`config.mk`:
```
export PLATFORM = sky130hd
export DESIGN_NAME = timer_dev_flat
export DESIGN_NICKNAME = d
export VERILOG_FILES = /design/src/rtl/timer_dev_pkg.sv /design/src/rtl/timer_dev_if.sv /design/src/rtl/timer_dev.sv /design/src/flat_wrapper.sv
export SDC_FILE = /design/constraint.sdc
export NUM_CORES = 1
export LEC_CHECK = 0
export ABC_AREA = 1
export CORE_MARGIN = 2
export CORE_UTILIZATION = 28
export DETAILED_ROUTE_END_ITERATION = 12
export HOLD_SLACK_MARGIN = 0.03
export PLACE_DENSITY = 0.52
export SLEW_MARGIN = 20
export SYNTH_ARGS = -nofsm -noshare
export SYNTH_HDL_FRONTEND = slang
export SYNTH_SLANG_ARGS = --single-unit
```
`constraint.sdc`:
```
create_clock -name clk -period 2.25 [get_ports clk]
set_clock_uncertainty 0.1 [all_clocks]
set_input_delay 0.45 -clock clk [delete_from_list [all_inputs] [get_ports clk]]
set_output_delay 0.45 -clock clk [all_outputs]
set_load 0.05 [all_outputs]
```
`src/rtl/timer_dev_pkg.sv`:
```
// Shared definitions for the countdown timer: register offsets, FSM states,
// CTRL bit positions, mode codes and a small decode helper.
package timer_dev_pkg;

    localparam logic [1:0] TIMER_CTRL   = 2'd0;
    localparam logic [1:0] TIMER_PRESET = 2'd1;
    localparam logic [1:0] TIMER_COUNT  = 2'd2;

    localparam int EN      = 0;
    localparam int MODE_LO = 1;
    localparam int MODE_HI = 2;
    localparam int IM      = 3;

    typedef enum logic [1:0] {
        T_IDLE = 2'd0,
        T_LOAD = 2'd1,
        T_CNT  = 2'd2,
        T_INT  = 2'd3
    } tstate_e;

    typedef enum logic [1:0] {
        MODE_ONESHOT  = 2'b00,
        MODE_PERIODIC = 2'b01
    } mode_e;

    // Only the exact periodic code reloads; both 1x codes behave as one-shot.
    function automatic logic is_periodic(input logic [3:0] ctrl);
        return (mode_e'(ctrl[MODE_HI:MODE_LO]) == MODE_PERIODIC);
    endfunction

endpackage

```
`src/rtl/timer_dev_if.sv`:
```
// Device-bus connection between the CPU bridge (master) and the timer (slave).
interface timer_dev_if;
    logic [1:0]  Addr;
    logic        WE;
    logic [31:0] DIn;
    logic [31:0] DOut;
    logic        IRQ;

    modport master (output Addr, output WE, output DIn, input DOut, input IRQ);
    modport slave  (input Addr, input WE, input DIn, output DOut, output IRQ);
endinterface

```
`src/rtl/timer_dev.sv`:
```
// Programmable countdown timer with CTRL/PRESET/COUNT registers, one-shot and
// periodic modes, and a maskable interrupt request.
module timer_dev
    import timer_dev_pkg::*;
#(
    parameter logic [31:0] PRESET_RST = 32'h0000_0000
) (
    input  logic       clk,
    input  logic       reset,
    timer_dev_if.slave bus
);

    tstate_e     state_r;
    tstate_e     state_s;
    logic [3:0]  ctrl_r;
    logic [3:0]  ctrl_s;
    logic [31:0] preset_r;
    logic [31:0] preset_s;
    logic [31:0] count_r;
    logic [31:0] count_s;
    logic        irq_flag_r;
    logic        irq_flag_s;

    // Next-state and next-register computation; CPU writes are applied last so they win.
    always_comb begin
        state_s    = state_r;
        ctrl_s     = ctrl_r;
        preset_s   = preset_r;
        count_s    = count_r;
        irq_flag_s = irq_flag_r;

        case (state_r)
            T_IDLE: begin
                if (ctrl_r[EN]) begin
                    state_s = T_LOAD;
                end else begin
                    state_s = T_IDLE;
                end
            end
            T_LOAD: begin
                count_s = preset_r;
                state_s = T_CNT;
            end
            T_CNT: begin
                if (!ctrl_r[EN]) begin
                    state_s = T_IDLE;
                end else if (count_r != 32'd0) begin
                    count_s = count_r - 32'd1;
                end else begin
                    state_s    = T_INT;
                    irq_flag_s = 1'b1;
                end
            end
            T_INT: begin
                if (is_periodic(ctrl_r)) begin
                    irq_flag_s = 1'b0;
                    state_s    = T_LOAD;
                end else begin
                    ctrl_s[EN] = 1'b0;
                    state_s    = T_IDLE;
                end
            end
            default: begin
                state_s = T_IDLE;
            end
        endcase

        // COUNT and the reserved offset are read-only from the bus.
        case ({bus.WE, bus.Addr})
            {1'b1, TIMER_CTRL}: begin
                ctrl_s     = bus.DIn[3:0];
                irq_flag_s = 1'b0;
            end
            {1'b1, TIMER_PRESET}: begin
                preset_s = bus.DIn;
            end
            default: begin
                preset_s = preset_s;
            end
        endcase
    end

    // FSM state register.
    always_ff @(posedge clk) begin
        if (reset) begin
            state_r <= T_IDLE;
        end else begin
            state_r <= state_s;
        end
    end

    // Programmer-visible registers and the pending-interrupt flag.
    always_ff @(posedge clk) begin
        if (reset) begin
            ctrl_r     <= 4'd0;
            preset_r   <= PRESET_RST;
            count_r    <= 32'd0;
            irq_flag_r <= 1'b0;
        end else begin
            ctrl_r     <= ctrl_s;
            preset_r   <= preset_s;
            count_r    <= count_s;
            irq_flag_r <= irq_flag_s;
        end
    end

    // Zero-latency read mux; the reserved offset reads as zero.
    always_comb begin
        case (bus.Addr)
            TIMER_CTRL:   bus.DOut = {28'd0, ctrl_r};
            TIMER_PRESET: bus.DOut = preset_r;
            TIMER_COUNT:  bus.DOut = count_r;
            default:      bus.DOut = 32'd0;
        endcase
    end

    assign bus.IRQ = irq_flag_r & ctrl_r[IM];

endmodule

```
`src/flat_wrapper.sv`:
```
// flat-port wrapper written by rule: the top's interface ports become plain ports
module timer_dev_flat import timer_dev_pkg::*;
#(
    parameter logic [31:0] PRESET_RST = 32'h0000_0000
)
  (clk, reset, bus_Addr, bus_WE, bus_DIn, bus_DOut, bus_IRQ);
  timer_dev_if bus_i ();
  input  logic clk;
  input  logic reset;
  input wire logic [$bits(bus_i.Addr)-1:0] bus_Addr;
  input wire logic [$bits(bus_i.WE)-1:0] bus_WE;
  input wire logic [$bits(bus_i.DIn)-1:0] bus_DIn;
  output wire logic [$bits(bus_i.DOut)-1:0] bus_DOut;
  output wire logic [$bits(bus_i.IRQ)-1:0] bus_IRQ;
  assign bus_i.Addr = bus_Addr;
  assign bus_i.WE = bus_WE;
  assign bus_i.DIn = bus_DIn;
  assign bus_DOut = bus_i.DOut;
  assign bus_IRQ = bus_i.IRQ;
  timer_dev #(.PRESET_RST(PRESET_RST)) u_core (.clk(clk), .reset(reset), .bus(bus_i));
endmodule
```
==> results.yml <==
worst_setup_path:
  worst_setup_path_end_kind: "primary output"
  cp.arrival_ns: 1.59
  critical_path_class: "flop to primary output"
  cp_data_required_time_ns: 1.70
  crit_path_max_fanout: 3
  slowest_delay_ns: 0.79
  critPathSlowestCell: "clkdlybuf4s50_1"
  path_cells: "nand2_1 > inv_1 > clkdlybuf4s50_1"
  path_buf_inv: 2
  cp_top_family: "buffers and inverters"
  start_kind: "flop"
routing:
  ant_nets: 0
  postRouteWirelength_um: 14400
  wire_per_inst_um: 14.5
  avgViaCountPerCell: 4.75
  drtPass1Iterations: 5
  first_iter_violations: 242
  vias: 4719
  drc_errors: 0
cts:
  post_cts_resized: 48
  cts_root_buf: "clkbuf_16"
  hold_buffers: 0
  clock_latency_ns: 0.35
  clock-sinks: 71
  cts_setup_buffers: 0
  cts_buffers: 9
  cts_tree: "done"
  path_clk_slew_ns: 0.06
  cts_max_path_buffers: 2
  cts_max_level: 3
synth:
  synth.most_common_cell: "nand2_1"
  synth_flop_cell: "dfxtp_1"
  ys_seq_area_share_pct: 32.7
  syn_area_um2: 4350
  avgSynthCellArea_um2: 5.97
  synth_common_cells: "201 x nand2_1, 134 x nor2_1, 84 x inv_1, 71 x dfxtp_1, 52 x o21ai_0"
  synth_edf_count: 0
  async_flop_share_pct: 0
  ys_seq_elements: 71
  synthesis.nets: 766
  yosysTopAreaCell: "dfxtp_1"
  syn_inst: 728
  synth_top_area_share_pct: 32.7
  ys_warn_count: 0
  ys_types: 28
  synth_area_leaders: "dfxtp_1 33%, nand2_1 17%, nor2_1 12%"
pwr:
  p_leak_uw: 0.00277
  power_density_nw_per_um2: 651
  worst_ir_drop_vdd_mv: 0.412
floorplan:
  die_area_um2: 16500
  fp.dieW_um: 129
  io_pins: 70
  core_um2: 15200
  chipHeight_um: 129
  initial_core_util_pct: 28.6
  rows: 45
layout:
  fill_cells: 1609
  finalNetCount: 839
  area_delta_synth_final_pct: 46.0
  drive_gt1_share_pct: 14.5
  stdcell_count: 993
  diodes: 0
sta:
  grt_setup_unrepaired: "false"
  tightest_slew_ns: 0.489
  final.period_utilization_pct: 95.1
  drv_slew: 0
  fin_ws_ns: 0.111
  setup_viol: 0
  max_freq_mhz: 467
  final.min_clock_period_ns: 2.14
  finalHoldViolCount: 0
  slew_headroom_pct: 67.3
global_routing:
  antenna_found_initial: 0
  grt-ovfl-total: 0
  grtUsageTotal_pct: 18.4
  grt_pass1_wl_um: 23600
  grt_pass1_vias: 4579
  grt_max_degree: 65
placed_design:
  post-place-ws_ns: -0.0977
  dp_cells: 976
  routabilityCongestion: 0.827
  io_buffers: 69
  hpwl_um: 10100
run:
  maxCapViolations: 0
run_status:
  outcome: "completed"
min_path:
  holdCritPathClass: "flop to flop"
## per-stage QoR
stage / utilization [%] / total power (µW) / setup TNS, ns / hold slack, ns / cell area (µm²)
finish: 41.7 / 4130 / 0 / 0.363 / 6350
detailed placement: 37.7 / 2620 / -1.62 / 0.349 / 5730
global route: 41.7 / 4360 / 0 / 0.401 / 6350
global placement: 37.7 / 2610 / -1.30 / 0.354 / 5730
CTS: 41.7 / 4170 / 0 / 0.363 / 6350
floorplan: - / 2190 / -3.75 / 0.326 / 4420
## worst reg2reg max path, cell delays in order (launching register included)
cell,delay (ns)
dfxtp_1,0.36
inv_1,0.09
nor2_4,0.26
inv_2,0.23
nand2_2,0.25
nand3_4,0.13
buf_12,0.19
nor2_1,0.12
nor2_1,0.05
## logic make-up after synthesis
logic type	count (synthesis)	share of synthesized area, %
DFF	71	32.7
adders and majority gates	1	0.288
AOI/OAI and AO/OA	127	15.8
and+or+nand+nor	409	39.5
xor gates and xnor gates	3	0.604
buffers and inverters	117	11.1
## layout by cell type (no fill, tap or decap), types with 3 or more instances in the layout
master           Yosys  routed
nand3_1             41      41
inv_1               84      82
buf_12               0      38
dfxtp_1             71      71
nand2_1            201     199
nand2_2              3       5
xor2_1               3       3
nor2_4               3       4
o21ai_0             52      52
o22ai_1             29       7
o22ai_4              0      19
clkbuf_16            0       9
nand4_1             16      16
a21oi_1             41      41
o221ai_2             0       3
buf_4                1      15
o22ai_2              0       3
nor2_1             134     133
clkdlybuf4s50_1      0      35
nor2_2               5       5
## path summary, 6_finish.rpt
| kind | cells after the start | slack, ns | endpoint | start |
|---|---|---|---|---|
| worst max register to register | 8 | 0.37 | u_core.count_r[17] | u_core.state_r[1] |
| worst min register to register | 2 | 0.36 | u_core.irq_flag_r | u_core.irq_flag_r |
| worst min-delay path | 2 | 0.36 | u_core.irq_flag_r | u_core.irq_flag_r |
| worst max-delay path | 3 | 0.11 | bus_IRQ | u_core.ctrl_r[3] |
## sequential cells by signal, summed over array words and instances, names as in the netlist
| name | count |
|---|---|
| u_core.ctrl_r | 4 |
| u_core.preset_r | 32 |
| u_core.state_r | 2 |
| u_core.irq_flag_r | 1 |
| u_core.count_r | 32 |
## power breakdown
part / switching (µW) / internal, µW
registers: 49.1 / 1320
clock network: 560 / 911
logic: 806 / 483
total: 1420 / 2720
## metal layers
| metal | GRT usage, % | share of wire, % | vias to the layer above | wire, µm |
|---|---|---|---|---|
| li1 | - | - | 2469 | - |
| met1 | 23.2 | 46 | 2135 | 6570 |
| met2 | 31.1 | 48 | 93 | 6900 |
| met3 | 3.87 | 4.5 | 22 | 644 |
| met4 | 6.46 | 2.1 | 0 | 309 |
| met5 | 0 | 0 | - | 0 |
## final cells by class
type / instances / area [µm²] / area share (%)
clock inverter: 3 / 42.5 / 0.670
sequential: 71 / 1420 / 22.4
tap: 188 / 235 / 3.71
inverter: 86 / 328 / 5.17
multi-input combinational: 540 / 2760 / 43.4
clock buffer: 12 / 256 / 4.04
timing repair buffer: 93 / 1310 / 20.6
Power figures use the tool's default switching activity.
